## config.mk

```make
export PLATFORM = sky130hd
export DESIGN_NAME = asp_irq_ctrl
export DESIGN_NICKNAME = d
export VERILOG_FILES = /design/src/rtl/asp_irq_ctrl.sv
export SDC_FILE = /design/constraint.sdc
export NUM_CORES = 1
export LEC_CHECK = 0
export ABC_AREA = 1
export CAP_MARGIN = 20
export CELL_PAD_IN_SITES_DETAIL_PLACEMENT = 1
export CELL_PAD_IN_SITES_GLOBAL_PLACEMENT = 1
export CORE_ASPECT_RATIO = 2
export CORE_UTILIZATION = 33
export DETAILED_ROUTE_END_ITERATION = 6
export GPL_TIMING_DRIVEN = 0
export PLACE_DENSITY = 0.95
export SLEW_MARGIN = 20
export SYNTH_ARGS = -nofsm -noshare
export SYNTH_HDL_FRONTEND = slang
export SYNTH_SLANG_ARGS = --single-unit
```

## constraint.sdc

```tcl
create_clock -name clk -period 2.9 [get_ports clk]
set_input_delay 0.29 -clock clk [delete_from_list [all_inputs] [get_ports clk]]
set_output_delay 0.29 -clock clk [all_outputs]
set_load 0.1 [all_outputs]
```

## src/rtl/asp_irq_ctrl.sv

```systemverilog
// rtl/asp_irq_ctrl.sv - ASP interrupt aggregation: edge capture, CSRs, round-robin vectored requests
module asp_irq_ctrl #(
  parameter int NUM_IRQ_LINES  = 4,
  parameter int NUM_IRQ_USED   = 3,
  parameter int CSR_ADDR_WIDTH = 3,
  parameter int CSR_DATA_WIDTH = 64,
  localparam int VEC_WIDTH = (NUM_IRQ_LINES > 1) ? $clog2(NUM_IRQ_LINES) : 1
) (
  input  logic                          clk,
  input  logic                          reset,
  input  logic [NUM_IRQ_LINES-1:0]      irq_in,
  input  logic [CSR_ADDR_WIDTH-1:0]     avmm_address,
  input  logic                          avmm_read,
  input  logic                          avmm_write,
  input  logic [CSR_DATA_WIDTH-1:0]     avmm_writedata,
  input  logic [CSR_DATA_WIDTH/8-1:0]   avmm_byteenable,
  output logic [CSR_DATA_WIDTH-1:0]     avmm_readdata,
  output logic                          avmm_readdatavalid,
  output logic                          avmm_waitrequest,
  output logic                          irq_req,
  output logic [VEC_WIDTH-1:0]          irq_vec,
  input  logic                          irq_ack
);

  function automatic logic [NUM_IRQ_LINES-1:0] used_mask_f();
    logic [NUM_IRQ_LINES-1:0] m;
    for (int i = 0; i < NUM_IRQ_LINES; i++) m[i] = (i < NUM_IRQ_USED);
    return m;
  endfunction

  localparam logic [NUM_IRQ_LINES-1:0]  USED_MASK    = used_mask_f();
  localparam logic [63:0]               VERSION_VAL  = 64'h0000_0001_0000_0000;
  localparam logic [CSR_ADDR_WIDTH-1:0] ADDR_STATUS  = CSR_ADDR_WIDTH'(0);
  localparam logic [CSR_ADDR_WIDTH-1:0] ADDR_PENDING = CSR_ADDR_WIDTH'(1);
  localparam logic [CSR_ADDR_WIDTH-1:0] ADDR_MASK    = CSR_ADDR_WIDTH'(2);
  localparam logic [CSR_ADDR_WIDTH-1:0] ADDR_COUNT   = CSR_ADDR_WIDTH'(3);
  localparam logic [CSR_ADDR_WIDTH-1:0] ADDR_VERSION = CSR_ADDR_WIDTH'(4);

  typedef enum logic {S_IDLE, S_REQ} state_t;

  state_t                      state;
  logic [NUM_IRQ_LINES-1:0]    irq_q;
  logic [NUM_IRQ_LINES-1:0]    pending;
  logic [NUM_IRQ_LINES-1:0]    sent;
  logic [NUM_IRQ_LINES-1:0]    mask;
  logic [31:0]                 sent_count;
  logic [VEC_WIDTH-1:0]        rr_ptr;

  logic [NUM_IRQ_LINES-1:0]    rise;
  logic [NUM_IRQ_LINES-1:0]    w1c;
  logic [NUM_IRQ_LINES-1:0]    mask_rd;
  logic [NUM_IRQ_LINES-1:0]    eligible;
  logic [NUM_IRQ_LINES-1:0]    sent_next;
  logic                        wr_pending;
  logic                        wr_mask;
  logic                        wr_count;
  logic                        ack_take;
  logic                        grant_valid;
  logic [VEC_WIDTH-1:0]        grant_idx;
  logic [CSR_DATA_WIDTH-1:0]   rd_data;
  logic                        unused_bits;

  assign unused_bits = ^{avmm_writedata[CSR_DATA_WIDTH-1:NUM_IRQ_LINES],
                         avmm_byteenable[CSR_DATA_WIDTH/8-1:1]};

  assign avmm_waitrequest = 1'b0;

  assign rise       = irq_in & ~irq_q & USED_MASK;
  assign wr_pending = avmm_write && (avmm_address == ADDR_PENDING) && avmm_byteenable[0];
  assign wr_mask    = avmm_write && (avmm_address == ADDR_MASK) && avmm_byteenable[0];
  assign wr_count   = avmm_write && (avmm_address == ADDR_COUNT);
  assign w1c        = wr_pending ? (avmm_writedata[NUM_IRQ_LINES-1:0] & USED_MASK) : '0;
  assign mask_rd    = mask | ~USED_MASK;
  assign eligible   = pending & ~mask_rd & ~sent;
  assign ack_take   = (state == S_REQ) && irq_ack;

  // An ack only marks the line sent if its pending episode is still open; W1C wins over both.
  always_comb begin
    sent_next = sent;
    if (ack_take && pending[irq_vec]) sent_next[irq_vec] = 1'b1;
    sent_next = sent_next & ~w1c;
  end

  always_comb begin
    logic [VEC_WIDTH-1:0] idx;
    grant_valid = 1'b0;
    grant_idx   = '0;
    idx         = '0;
    for (int k = 0; k < NUM_IRQ_LINES; k++) begin
      idx = VEC_WIDTH'((int'(rr_ptr) + k) % NUM_IRQ_LINES);
      if (!grant_valid && eligible[idx]) begin
        grant_valid = 1'b1;
        grant_idx   = idx;
      end
    end
  end

  always_comb begin
    rd_data = '0;
    case (avmm_address)
      ADDR_STATUS:  rd_data[NUM_IRQ_LINES-1:0] = irq_q;
      ADDR_PENDING: rd_data[NUM_IRQ_LINES-1:0] = pending;
      ADDR_MASK:    rd_data[NUM_IRQ_LINES-1:0] = mask_rd;
      ADDR_COUNT:   rd_data[31:0] = sent_count;
      ADDR_VERSION: rd_data = CSR_DATA_WIDTH'(VERSION_VAL);
      default:      rd_data = '0;
    endcase
  end

  always_ff @(posedge clk) begin
    if (reset) begin
      state              <= S_IDLE;
      irq_q              <= '0;
      pending            <= '0;
      sent               <= '0;
      mask               <= '0;
      sent_count         <= '0;
      rr_ptr             <= '0;
      irq_req            <= 1'b0;
      irq_vec            <= '0;
      avmm_readdata      <= '0;
      avmm_readdatavalid <= 1'b0;
    end else begin
      irq_q   <= irq_in;
      pending <= (pending & ~w1c) | rise;
      sent    <= sent_next;

      if (wr_mask) mask <= avmm_writedata[NUM_IRQ_LINES-1:0] & USED_MASK;

      // A clear landing together with an ack leaves the counter at zero.
      if (wr_count)
        sent_count <= '0;
      else if (ack_take && (sent_count != 32'hFFFF_FFFF))
        sent_count <= sent_count + 32'd1;

      avmm_readdatavalid <= avmm_read;
      avmm_readdata      <= avmm_read ? rd_data : '0;

      case (state)
        S_IDLE: begin
          if (grant_valid) begin
            irq_vec <= grant_idx;
            irq_req <= 1'b1;
            state   <= S_REQ;
          end
        end
        S_REQ: begin
          if (irq_ack) begin
            irq_req <= 1'b0;
            rr_ptr  <= VEC_WIDTH'((int'(irq_vec) + 1) % NUM_IRQ_LINES);
            state   <= S_IDLE;
          end
        end
        default: begin
          irq_req <= 1'b0;
          state   <= S_IDLE;
        end
      endcase
    end
  end

endmodule

```

==> metrics.log <==
INFO  metric critPathSlowestCell = sky130_fd_sc_hd__clkdlybuf4s50_1
INFO  metric sum_of_routed_wire_length_over_all_layers = 13000 um
INFO  metric design.core.area = 12100 um^2
INFO  metric timing_hold_violations_final = 0
INFO  metric post-route-cell-area = 5240 um^2
INFO  metric grt_remaining_overflow = 0
INFO  metric routed_via_density = 4.89
INFO  metric count_of_standard_cell_rows = 57
INFO  metric place_congestion = 0.911
INFO  metric syn-instance-count = 584
INFO  metric crit_path_end_kind = output port
INFO  metric clock_latency_on_the_worst_skew_pair = 0.34 ns
INFO  metric post_dp_cell_area = 4930 um^2
INFO  metric drt_drc_violations_left = 0
INFO  metric global_route_met1_usage = 0.173
INFO  metric cts_resized = 0
INFO  metric global_route_wire_length_before_repair = 20900 um
INFO  metric detail_route.iter0.violations = 181
INFO  metric power.ir.vdd_worst = 0.000369 V
INFO  metric max-slew-margin-rel = 0.341
INFO  metric total_of_max_cap_violations = 0
INFO  metric final_critical_path_setup_slack = 0.689 ns
INFO  metric worst_max_slew_pin_slew = 0.985 ns
INFO  metric fin_crit = 2.21 ns
INFO  metric crit_path_max_fanout = 5
INFO  metric drt-pass1-iter-count = 4
INFO  metric run_status = completed
INFO  metric finalMaxSlewViolations = 0
INFO  metric final.setup.tns = 0 ns
INFO  metric initial_utilization = 0.340
INFO  metric synth-seq-area-share = 0.413
INFO  metric number_of_global_route_vias_before_repair = 4425
INFO  metric wl_per_cell = 15.7 um
INFO  metric finClkSkew = 0.00901 ns
INFO  metric synth_cell_types = 37
INFO  metric layout.filler_cells = 1547
INFO  metric cts_hold_buffers = 0
INFO  metric grt_use_total = 0.217
INFO  metric die-area = 13000 um^2
INFO  metric worst-endpoint-arrival = 1.92 ns
INFO  metric finalSetupViolCount = 0
INFO  metric hold_path.class = in -> reg
INFO  metric gr-usage-met3 = 0.0291
INFO  metric path_cells = clkdlybuf4s50_1
INFO  metric post_synth_instance_area = 4120 um^2
INFO  metric grt_most_used_layer = met2
INFO  metric grt_max_degree = 16
INFO  metric fmaxAchievable = 452 MHz
INFO  metric path_buf_inv = 1
INFO  metric postSynthRegisterBits = 85
INFO  metric detailed_place_hpwl = 10300 um
INFO  metric unrepaired_setup_endpoints_after_global_routing = no
INFO  metric buffers_added_on_ports = 51
INFO  metric number_of_buffers_added_for_setup_after_cts = 0
INFO  metric grtUsageMet2 = 0.431
INFO  metric layout-area-overhead-vs-synth = 27.2%
INFO  metric async_reset_ff_frac = 0
INFO  metric clock_sink_count = 85
INFO  metric die_w = 81.0 um
INFO  metric drive_gt1_frac = 0.101
INFO  metric startpoint_type = register
INFO  metric critPathKind = reg -> out
INFO  metric synth_area_per_cell = 7.06 um^2
INFO  metric htree_levels = 3
INFO  metric clk_path_buf_depth = 2
INFO  metric synth-main-ff-cell = sky130_fd_sc_hd__dfxtp_1
INFO  metric ant_diodes = 0
INFO  metric worst_path_dominant_cell_family = buffers and inverters
INFO  metric critical_path_required_time = 2.61 ns
INFO  metric num_io_pins = 153
INFO  metric yosysWarningCount = 0
INFO  metric hold_slack = 0.239 ns
INFO  metric chipHeight = 160 um
INFO  metric stdcell_count = 829
INFO  metric number_of_enable_flip_flop_cells_after_synthesis = 0
INFO  metric dp.cells = 813
INFO  metric clk_slew_on_worst_s_h_paths = 0.07 ns
INFO  metric layout.nets = 765
INFO  metric cellLeakagePower = 0.00211 uW
INFO  metric num_vias = 4052
INFO  metric dpl_worst_slack = 0.546 ns
INFO  metric cts_made_buffers = 9
INFO  metric powerDensity = 583 nW/um^2
INFO  metric final_antenna_net_count = 0
INFO  metric critical-path-max-stage-delay = 1.17 ns
INFO  metric period_share = 0.762
INFO  metric ctsRootBufferMaster = sky130_fd_sc_hd__clkbuf_16
INFO  metric clock_tree_from_tritoncts = yes
INFO  metric antenna_found_initial = 0
==> layout by cell type, fill, tap and decap left out, types with 4 or more instances in the layout <==
cell type                           n
sky130_fd_sc_hd__nand2_1          137
sky130_fd_sc_hd__dfxtp_1           85
sky130_fd_sc_hd__nor2_1            82
sky130_fd_sc_hd__inv_1             78
sky130_fd_sc_hd__clkdlybuf4s50_1   51
sky130_fd_sc_hd__a21oi_1           39
sky130_fd_sc_hd__buf_4             32
sky130_fd_sc_hd__conb_1            32
sky130_fd_sc_hd__nand3_1           24
sky130_fd_sc_hd__o21ai_0           17
sky130_fd_sc_hd__nor3_1            16
sky130_fd_sc_hd__xor2_1            15
sky130_fd_sc_hd__nand4_1           10
sky130_fd_sc_hd__clkbuf_16          9
sky130_fd_sc_hd__clkbuf_1           5
sky130_fd_sc_hd__ha_1               4
==> Yosys cell counts, drive strengths merged (2+ instances only) <==
library cell,n,area share
a221oi,3,0.0064
dfxtp,85,0.41
nand3b,2,0.0036
xor2,15,0.032
a21oi,39,0.047
o22ai,3,0.0046
nor2,83,0.076
nor4,3,0.0046
buf,38,0.070
nand4,11,0.018
o32ai,2,0.0043
nor3b,2,0.0049
ha,4,0.012
clkbuf,5,0.0046
nand3,24,0.029
nand2,139,0.13
inv,81,0.074
o21ai,19,0.024
nor3,20,0.031
==> registers in the layout (all words and copies together), names as in the netlist <==
name,flops
avmm_readdata,33
avmm_readdatavalid,1
irq_q,4
irq_req,1
irq_vec,2
mask,3
pending,3
rr_ptr,2
sent,3
sent_count,32
state,1
==> layout make-up <==
class	instances	area (um^2)	area share
Timing Repair Buffer	51	510	0.0974
Buffer	43	308	0.0587
Inverter	81	304	0.0580
Tap cell	147	184	0.0351
Clock buffer	10	239	0.0456
Multi-Input combinational cell	406	1920	0.367
Clock inverter	6	70.1	0.0134
Sequential cell	85	1700	0.325
==> through the flow <==
| step | utilization | power (uW) |
|---|---|---|
| after CTS | 0.432 | 3080 |
| after global routing | 0.432 | 3160 |
| final | 0.432 | 3060 |
| after floorplan | - | 1760 |
| after global placement | 0.407 | 1880 |
| after detailed placement | 0.407 | 1900 |
==> final timing paths <==
path	startpoint	endpoint	slack, ns	cells after the start
min reg2reg	sent[1]$_SDFF_PP0_	sent[1]$_SDFF_PP0_	0.46	2
max reg2reg	sent_count[1]$_SDFFE_PP0P_	sent_count[14]$_SDFFE_PP0P_	0.74	11
max	irq_vec[0]$_SDFFE_PP0P_	irq_vec[0]	0.69	1
min	reset	irq_vec[1]$_SDFFE_PP0P_	0.24	2
==> logic make-up (layout without fill, tap and decap cells) <==
group,count (synthesis),in the layout,synth area share
buffers and inverters,124,191,0.148
xor gates and xnor gates,16,16,0.0340
adders and majority gates,4,4,0.0121
DFF,85,85,0.413
AOI/OAI and AO/OA,69,69,0.0935
and+or+nand+nor,285,285,0.298
other,1,32,0.000910
==> report_power, final <==
part | switching [uW] | internal (uW) | total, uW
Clock | 480 | 696 | 1180
Sequential | 30.6 | 1200 | 1230
Combinational | 494 | 153 | 648
==> layer usage <==
| layer | part of all wire | routed length, um |
|---|---|---|
| met2 | 0.59 | 7730 |
| met3 | 0.029 | 380 |
| met4 | 0.075 | 976 |
| met5 | 0 | 0 |
| met1 | 0.30 | 3960 |
Note: power is estimated with default switching activity, not from simulation.
==> edit (same settings) <==
Change the parameter `CSR_DATA_WIDTH` from 64 to 32.
--- a/src/rtl/asp_irq_ctrl.sv
+++ b/src/rtl/asp_irq_ctrl.sv
@@ -3,7 +3,7 @@
   parameter int NUM_IRQ_LINES  = 4,
   parameter int NUM_IRQ_USED   = 3,
   parameter int CSR_ADDR_WIDTH = 3,
-  parameter int CSR_DATA_WIDTH = 64,
+  parameter int CSR_DATA_WIDTH = 32,
   localparam int VEC_WIDTH = (NUM_IRQ_LINES > 1) ? $clog2(NUM_IRQ_LINES) : 1
 ) (
   input  logic                          clk,
Interface: changed (resized avmm_byteenable, avmm_readdata and avmm_writedata); port bits go from 153 to 85. No check against the original RTL was run, so the function may have changed too.
==> edit against the unedited design <==
  * Area after synthesis fell by 6.7%
  * Final cell count down 8.3%
  * First-iteration DRC count is 8.8% lower
  * Maximum frequency is 0.54% lower
  * Core utilization down 0.66 points
  * Power down 7.6%
  * Wire length shrank 3.4%
  * Worst setup slack worse by 12 ps
  * Cell area shrank 7.8%
  * Sequential cell count decreased by 1
==> edit: results (changes against the unedited design) <==
Pwr:
- The static power due to leakage is 1.79 nW (-15%).
- The maximum vdd ir drop came to 0.566 mV (+53%).
- The switching power summed over all nets was 0.839 mW (-17%).
- The relative contribution of sequential cells to total power is 0.431 (+0.028).

Cells and area:
- The final-layout clock-cell area share is 0.0621 (+0.00317).
- The non-filler instance count after layout is 760 (-8.3%).
- The multi-input gate share of the layout cell area was 0.368 (+0.000946).
- The number of combinational gates with multiple inputs is 377 (-7.1%).
- The number of filler cells placed in the layout is 1442 (-6.8%).
- The number of clock buffer instances in the layout is 9 (-1).
- The fraction of layout instances using a drive strength above 1 is 0.0696 (-0.0316).
- The fraction of area in registers came to 0.348 (+0.0233).
- The largest registers in the layout are avmm_readdata: 32 flops, sent_count: 32 flops, irq_q: 4 flops.
- The buffer count excluding the clock tree in the final layout came to 64 (-32%).
- Compared with the post-synthesis result, the final layout area differs by 25.7%.

Detailed routing:
- The routed via count divided by cell count was 5.00 (+2.2%).
- The met3 wirelength from detailed routing is 297 um (-22%).
- The detailed-routing wirelength on met1 is 4210 um (+6.3%).
- The wire length on met2 was 7270 um (-5.9%).
- The number of DRC markers after the initial detailed-route iteration is 165 (-8.8%).
- The length of the first detailed-routing pass in iterations was 5 (+1).

Logic synthesis:
- The number of flip-flops and latches in the synthesized netlist came to 84 (-1.2%).
- The number of library cell types mapped by synthesis is 30 (-19%).
- The sequential fraction of the synthesis area is 0.438 (+0.0245).
- By count the netlist is led by sky130_fd_sc_hd__nand2_1 (144), sky130_fd_sc_hd__dfxtp_1 (84), sky130_fd_sc_hd__nor2_1 (83).

STA:
- The transition time of the tightest slew-check pin is 986 ps (+1.13 ps).
- The clock skew after layout is 7.82 ps (-1.19 ps).

Global routing:
- The met1 demand-to-capacity share in global routing is 0.190 (+0.0176).
- The number of global-route vias before repair is 4243 (-4.1%).
- The met2 track demand over resource is 0.449 (+0.0182).
- The global-route wire length before repair came to 20600 um (-1.3%).
- The overall track demand over capacity in global routing was 0.224 (+0.00667).

Outcome:
- The run finished with clean final reports.

Place:
- The final estimated routing congestion in global placement is 0.956 (+4.9%).
- The number of cells in the design after placement came to 744 (-8.5%).
- The post-detailed-placement half-perimeter wirelength is 9790 um (-5.0%).
- The cell area reported after detailed placement was 4530 um^2 (-8.1%).
-- edit: cell types whose count changed in the layout (fill, tap and decap cells not counted), sizes merged, moves of 3 or more --
cell / before / now
nand2: 139 / 146
conb: 32 / 1
clkbuf: 15 / 12
nand4: 11 / 8
buf: 38 / 10
nand3: 24 / 21
clkinvlp: 0 / 3
inv: 82 / 78
nor3: 20 / 16
a21oi: 39 / 42
-- edit: worst paths after layout --
path                   from        endpoint  slack (ps)  depth (start not counted)
min reg2reg  sent_count[11]  sent_count[11]         490                          2
max reg2reg   sent_count[0]  sent_count[31]         800                         11
max              irq_vec[1]      irq_vec[1]         680                          1
min               irq_in[3]        irq_q[3]         450                          3
-- edit: cells by family (layout without fill, tap and decap cells) --
family	after synthesis	count (layout)	share of synthesized area
simple gates	281	281	0.304
buf+inv	90	157	0.0999
flops	84	84	0.437
compound gates	72	72	0.101
xor+xnor	19	19	0.0433
fa+ha+maj	4	4	0.0130
other cells	1	1	0.000976
